<file path="src/rtl/vga_pkg.sv">
// rtl/vga_pkg.sv - shared display geometry, word/address widths and fill-engine states
// Purpose: constants and types shared by the frame buffer arbiter and its helpers.
// Ports: none (package).
package vga_pkg;

    localparam int hDisplay      = 640;
    localparam int vDisplay      = 480;
    localparam int hWordsDefault = hDisplay / 2;   // two 8-bit pixels per 16-bit word
    localparam int wordWidth     = 16;
    localparam int addrWidth     = 18;             // {row[8:0], wordCol[8:0]}
    localparam int rowWidth      = 9;
    localparam int colWidth      = 9;

    typedef enum logic {
        IDLE = 1'b0,
        FILL = 1'b1
    } fillState_t;

endpackage

</file>
<file path="src/rtl/frame_buffer_arbiter_shift_delay.sv">
// rtl/frame_buffer_arbiter_shift_delay.sv - parameterised register chain (ShiftDelay)
// Purpose: delays a bus by a fixed number of clkDiv cycles.
// Ports: clkDiv (clock), rst (async active-low), dataIn (bus in), dataOut (bus delayed by depth cycles).
module ShiftDelay #(
    parameter int width = 1,
    parameter int depth = 3
) (
    input  logic             clkDiv,
    input  logic             rst,
    input  logic [width-1:0] dataIn,
    output logic [width-1:0] dataOut
);

    logic [width-1:0] stages [depth];

    always_ff @(posedge clkDiv or negedge rst) begin
        if (!rst) begin
            for (int i = 0; i < depth; i++) stages[i] <= '0;
        end else begin
            stages[0] <= dataIn;
            for (int i = 1; i < depth; i++) stages[i] <= stages[i-1];
        end
    end

    assign dataOut = stages[depth-1];

endmodule

</file>
<file path="src/rtl/frame_buffer_arbiter.sv">
// rtl/frame_buffer_arbiter.sv - single-port SRAM arbiter for video reads, fill engine and writer
// Purpose: every clkDiv cycle picks one memory slot (video read > fill write > writer write > idle)
//          and drives it registered on the SRAM port; returns video pixels with 3-cycle latency.
// Ports: clkDiv/rst clock and async active-low reset; row/column/displayActive timing inputs;
//        wrReq/wrAddr/wrData/wrBe/wrAck writer handshake; clrReq/clrColor/clrBusy fill control;
//        memAddr/memWe/memBe/memWdata registered SRAM command, memRdata SRAM read data;
//        pixel/pixelActive video output.
module frame_buffer_arbiter
    import vga_pkg::*;
#(
    parameter int hWords = hWordsDefault,
    parameter int vLines = vDisplay
) (
    input  logic        clkDiv,
    input  logic        rst,
    input  logic [8:0]  row,
    input  logic [9:0]  column,
    input  logic        displayActive,
    input  logic        wrReq,
    input  logic [17:0] wrAddr,
    input  logic [15:0] wrData,
    input  logic [1:0]  wrBe,
    output logic        wrAck,
    input  logic        clrReq,
    input  logic [7:0]  clrColor,
    output logic        clrBusy,
    output logic [17:0] memAddr,
    output logic        memWe,
    output logic [1:0]  memBe,
    output logic [15:0] memWdata,
    input  logic [15:0] memRdata,
    output logic [7:0]  pixel,
    output logic        pixelActive
);

    localparam logic [colWidth-1:0] lastCol = colWidth'(hWords - 1);
    localparam logic [rowWidth-1:0] lastRow = rowWidth'(vLines - 1);

    fillState_t                state, stateNext;
    logic [rowWidth-1:0]       fRow, fRowNext;
    logic [colWidth-1:0]       fCol, fColNext;
    logic [7:0]                fillColor, fillColorNext;
    logic [addrWidth-1:0]      addrNext;
    logic                      weNext, ackNext;
    logic [1:0]                beNext;
    logic [wordWidth-1:0]      wdataNext;
    logic                      videoSlot;

    // Read pipeline: rdCmd marks a read on the port, rdData marks memRdata valid,
    // hiPending marks that the saved odd pixel goes out next.
    logic                      rdCmd, rdData, hiPending;
    logic [7:0]                pixReg, hiByte;

    assign clrBusy = (state == FILL);

    always_comb begin
        stateNext     = state;
        fRowNext      = fRow;
        fColNext      = fCol;
        fillColorNext = fillColor;
        addrNext      = memAddr;
        weNext        = 1'b0;
        beNext        = memBe;
        wdataNext     = memWdata;
        ackNext       = 1'b0;
        videoSlot     = displayActive & ~column[0];

        if (state == IDLE && clrReq) begin
            stateNext     = FILL;
            fRowNext      = '0;
            fColNext      = '0;
            fillColorNext = clrColor;
        end

        if (videoSlot) begin
            addrNext = {row, column[9:1]};
            beNext   = 2'b11;
        end else if (state == FILL) begin
            addrNext  = {fRow, fCol};
            beNext    = 2'b11;
            wdataNext = {fillColor, fillColor};
            weNext    = 1'b1;
            if (fCol == lastCol) begin
                fColNext = '0;
                // Dropping to IDLE here makes clrBusy fall with the last write on the port.
                if (fRow == lastRow) stateNext = IDLE;
                else                 fRowNext  = fRow + 1'b1;
            end else begin
                fColNext = fCol + 1'b1;
            end
        end else if (wrReq && !wrAck) begin
            // wrAck high means the held request was just served; skip a cycle so the
            // writer can present its next word.
            addrNext  = wrAddr;
            beNext    = wrBe;
            wdataNext = wrData;
            weNext    = 1'b1;
            ackNext   = 1'b1;
        end
    end

    always_ff @(posedge clkDiv or negedge rst) begin
        if (!rst) begin
            state     <= IDLE;
            fRow      <= '0;
            fCol      <= '0;
            fillColor <= '0;
            memAddr   <= '0;
            memWe     <= 1'b0;
            memBe     <= '0;
            memWdata  <= '0;
            wrAck     <= 1'b0;
        end else begin
            state     <= stateNext;
            fRow      <= fRowNext;
            fCol      <= fColNext;
            fillColor <= fillColorNext;
            memAddr   <= addrNext;
            memWe     <= weNext;
            memBe     <= beNext;
            memWdata  <= wdataNext;
            wrAck     <= ackNext;
        end
    end

    always_ff @(posedge clkDiv or negedge rst) begin
        if (!rst) begin
            rdCmd     <= 1'b0;
            rdData    <= 1'b0;
            hiPending <= 1'b0;
            pixReg    <= '0;
            hiByte    <= '0;
        end else begin
            rdCmd     <= videoSlot;
            rdData    <= rdCmd;
            hiPending <= rdData;
            if (rdData) begin
                pixReg <= memRdata[7:0];
                hiByte <= memRdata[15:8];
            end else if (hiPending) begin
                pixReg <= hiByte;
            end
        end
    end

    ShiftDelay #(.width(1), .depth(3)) activeDelay (
        .clkDiv  (clkDiv),
        .rst     (rst),
        .dataIn  (displayActive),
        .dataOut (pixelActive)
    );

    assign pixel = pixelActive ? pixReg : 8'd0;

endmodule

</file>
<file path="config.mk">
export PLATFORM = sky130hd
export DESIGN_NAME = frame_buffer_arbiter
export DESIGN_NICKNAME = d
export VERILOG_FILES = /design/src/rtl/vga_pkg.sv /design/src/rtl/frame_buffer_arbiter_shift_delay.sv /design/src/rtl/frame_buffer_arbiter.sv
export SDC_FILE = /design/constraint.sdc
export NUM_CORES = 1
export LEC_CHECK = 0
export BUFFER_PORTS_ARGS = -buffer_cell sky130_fd_sc_hd__clkbuf_2
export CORE_ASPECT_RATIO = 0.6
export CORE_MARGIN = 1.5
export CORE_UTILIZATION = 51
export CTS_CLUSTER_DIAMETER = 40
export DETAILED_ROUTE_END_ITERATION = 10
export GPL_TIMING_DRIVEN = 0
export PLACE_DENSITY = 0.9
export SYNTH_ARGS = -nofsm -noshare
export SYNTH_HDL_FRONTEND = slang
export SYNTH_SLANG_ARGS = --single-unit
</file>
<file path="constraint.sdc">
create_clock -name clkDiv -period 2.06 [get_ports clkDiv]
set_clock_uncertainty 0.2 [all_clocks]
set_input_delay 0.206 -clock clkDiv [delete_from_list [all_inputs] [get_ports clkDiv]]
set_output_delay 0.206 -clock clkDiv [all_outputs]
set_load 0.01 [all_outputs]
</file>
==> flow_metrics.py <==
metrics = {
    "die": {
        "core_um2": 7914,
        "rows": 25,
        "die_h_um": 73.17,
        "die_area_um2": 8777,
        "fp.dieW_um": 120.0,
        "ioPinCount": 132,
        "start_util_pct": 52.89,
    },
    "placed_design": {
        "hpwl_um": 7638,
        "io_buffers": 131,
        "dp.cells": 657,
        "gp_congestion": 0.9105,
    },
    "min_path": {
        "min_to": "clrBusy",
        "min-delay-start": "clrReq",
        "hold_depth": 3,
        "hold_class": "in2reg",
    },
    "synthesis": {
        "syn-num-nets": 503,
        "ys_seq_area_share_pct": 52.02,
        "synth.avg_cell_area_um2": 10.04,
        "syn_area_um2": 4185,
        "synth.distinct_cells": 49,
        "synth_warnings": 0,
        "ys_seq_elements": 87,
        "synth_cells": 417,
    },
    "layout": {
        "fillers": 558,
        "layout.nets": 706,
        "multi_input_area_um2": 1838,
        "drive_gt1_share_pct": 30.40,
        "regArea_um2": 2178,
        "synthToLayoutAreaGrowth_pct": 42.27,
        "fin_cells": 733,
        "diodes": 0,
    },
    "timing": {
        "report.final.slew_viol_count": 0,
        "hold_ws_ps": 13.96,
        "tightest_slew_ps": 681.6,
        "min_period_ps": 1952,
        "relSlewSlack_pct": 54.56,
        "clock.fmax_ghz": 0.5124,
        "hold_violations": 0,
        "setup_viol": 0,
        "post-route-period-util_pct": 94.73,
    },
    "pwr": {
        "leakagePower_nw": 3.098,
        "vdd_drop_max_uv": 460.9,
        "powerDensity_nw_per_um2": 797.4,
    },
    "setup_path": {
        "crit_chain": "ha_1, nand4_1, nor4_4, buf_4, nor3_2, mux2i_1",
        "end_kind": "flip-flop",
        "start_kind": "flip-flop",
        "crit_required_ps": 2070,
        "critPathBufInv": 1,
        "cp_max_fo": 5,
        "crit_family": "simple AND/OR/NAND/NOR gates",
        "crit_arrival_ps": 1960,
        "cpPeakStageDelay_ps": 450,
        "r2r_slack_ps": 110,
        "r2r_start": "fRow[0]",
        "reg2regPathDepth": 6,
        "r2r_end": "fRow[4]",
        "crit_slowest_cell": "nor4_4",
        "path_class": "reg2reg",
    },
    "run": {
        "drv_cap": 0,
    },
    "detailed_routing": {
        "avgViaCountPerCell": 5.269,
        "drc": 0,
        "drt-total-wl_um": 11280,
        "drtAntennaViolNets": 0,
        "drt_iter0_drc": 172,
        "via_count": 3862,
        "dr.pass1.iters": 4,
        "wl_per_cell_um": 15.38,
    },
    "global_routing": {
        "antenna_found_initial": 0,
        "grt_usage_pct": 27.12,
        "first_global_vias": 3919,
        "grt_overflow": 0,
        "grt_max_degree": 49,
        "grt_pass1_wl_um": 18310,
    },
    "clock_network": {
        "clk_path_buf_depth": 2,
        "cts_tree": "built",
        "cts_made_buffers": 9,
        "cts_sinks": 87,
        "ctsRootBufferMaster": "clkbuf_16",
        "path_clk_slew_ps": 60,
        "htreeDepth": 3,
        "clock_latency_ps": 340,
    },
    "status": {
        "status": "finished clean",
    },
}
-- synth_stat cells (all sizes together) --
cell	n	area share [%]
and2	8	1.2
o31ai	1	0.18
nand3	11	1.3
a31o	1	0.21
and3	4	0.63
o22ai	2	0.30
and4	2	0.48
o2bb2ai	1	0.21
nand4b	1	0.21
or3	2	0.30
a22o	1	0.21
nor3b	1	0.18
nand3b	1	0.18
a41o	1	0.24
mux2i	49	12
nor3	4	0.75
nand2	79	7.1
dfrtp	87	52
o311ai	1	0.21
mux2	9	2.4
a22oi	1	0.18
o22a	2	0.42
a311oi	1	0.36
and4bb	1	0.39
clkbuf	11	1.0
nand4	4	0.96
o2111ai	1	0.21
a21oi	22	2.6
nor4	1	0.30
a21o	1	0.18
inv	10	0.90
a31oi	2	0.30
nand2b	2	0.30
nor2b	2	0.30
o21ai	46	5.5
nor2	25	2.3
a211oi	1	0.48
ha	2	0.60
buf	16	2.7
-- routing by layer --
metal	wire, um	part of all wire (%)	track usage (%)	vias to the layer above
met5	0	0	0	-
met2	5560	49	48.32	145
met4	216	1.9	8.995	0
met1	4828	43	33.37	1847
li1	-	-	-	1850
met3	670	5.9	5.859	20
-- sequential cells by signal, indices dropped and copies added (netlist names) --
| name | cells |
|---|---|
| memAddr | 18 |
| memWdata | 16 |
| fCol | 9 |
| fRow | 9 |
| fillColor | 8 |
| hiByte | 8 |
| pixReg | 8 |
| activeDelay.stages | 2 |
| memBe | 2 |
| activeDelay.dataOut | 1 |
| clrBusy | 1 |
| hiPending | 1 |
| memWe | 1 |
| rdCmd | 1 |
| rdData | 1 |
| wrAck | 1 |
-- cell type report --
type | count | share of cell area (%)
Tap cell | 108 | 2.269
Multi-Input combinational cell | 293 | 30.87
Inverter | 10 | 0.6304
Clock inverter | 6 | 1.828
Timing Repair Buffer | 192 | 21.39
Clock buffer | 10 | 3.845
Sequential cell | 87 | 36.58
Buffer | 27 | 2.585
-- stage by stage --
stage	total power (W)	TNS (ps)	cell area [um^2]	worst slack [ps]	util [%]
after detailed placement	0.002840	0	4999	54.83	63.16
after global placement	0.002788	-28660	4976	-335.2	62.88
after CTS	0.004774	0	5917	45.80	74.77
final	0.004748	0	5954	108.5	75.24
after global routing	0.004990	-5.631	5954	-5.631	75.24
after floorplan	0.002491	0	4185	288.2	-
-- worst register-to-register path: cells and delay by family, from the launching register on --
family	cells	cell delay (ps)
mux	1	120
fa+ha+maj	1	210
buf+inv	1	190
simple gates	3	710
flops	1	400
-- power by group --
part	switching (W)	internal, W
clock	0.000655	0.00118
sequential	0.000163	0.00192
combinational	0.000413	0.000410
-- placed cells by master (no fill, tap or decap), drive strengths merged, types with 3 or more instances in the layout --
cell type / Yosys / final
dfrtp: 87 / 87
buf: 16 / 20
nor2: 25 / 25
clkbuf: 11 / 151
o21ai: 46 / 46
inv: 10 / 10
nand4: 4 / 4
bufinv: 0 / 3
mux2: 9 / 9
and3: 4 / 4
nand2: 79 / 79
nor3: 4 / 4
nand3: 11 / 11
dlygate4sd3: 0 / 58
mux2i: 49 / 49
and2: 8 / 8
clkinv: 0 / 3
a21oi: 22 / 22
-- kinds of logic after synthesis --
group / count (synthesis) / share of synthesized area [%]
AND/OR/NAND/NOR: 148 / 16.86
flip-flops: 87 / 52.02
adder cells (fa/ha/maj): 2 / 0.5978
AO/OA/AOI/OAI: 85 / 11.81
multiplexers: 58 / 14.14
buffers and inverters: 37 / 4.574
-- worst max-delay path by stage --
stage	startpoint	end	slack, ps	cells after the start
6_report	fRow[0]	fRow[4]	110	6
5_1_grt	fRow[0]	fRow[3]	-6	6
4_1_cts	fRow[0]	fRow[5]	50	5
3_5_place_dp	fRow[0]	fRow[5]	50	5
3_3_place_gp	rst	fillColor[6]	-340	1
2_1_floorplan	fCol[0]	fRow[8]	290	6
-- what timing repair did --
action / 4_1_cts / 5_1_grt
endpoints found under the setup margin: 0 / 23
gates resized for setup: 0 / 6
endpoints found under the hold margin: 104 / 0
hold buffers: 58 / 0
buffers inserted: 0 / 2
(Power assumes the default switching activity.)
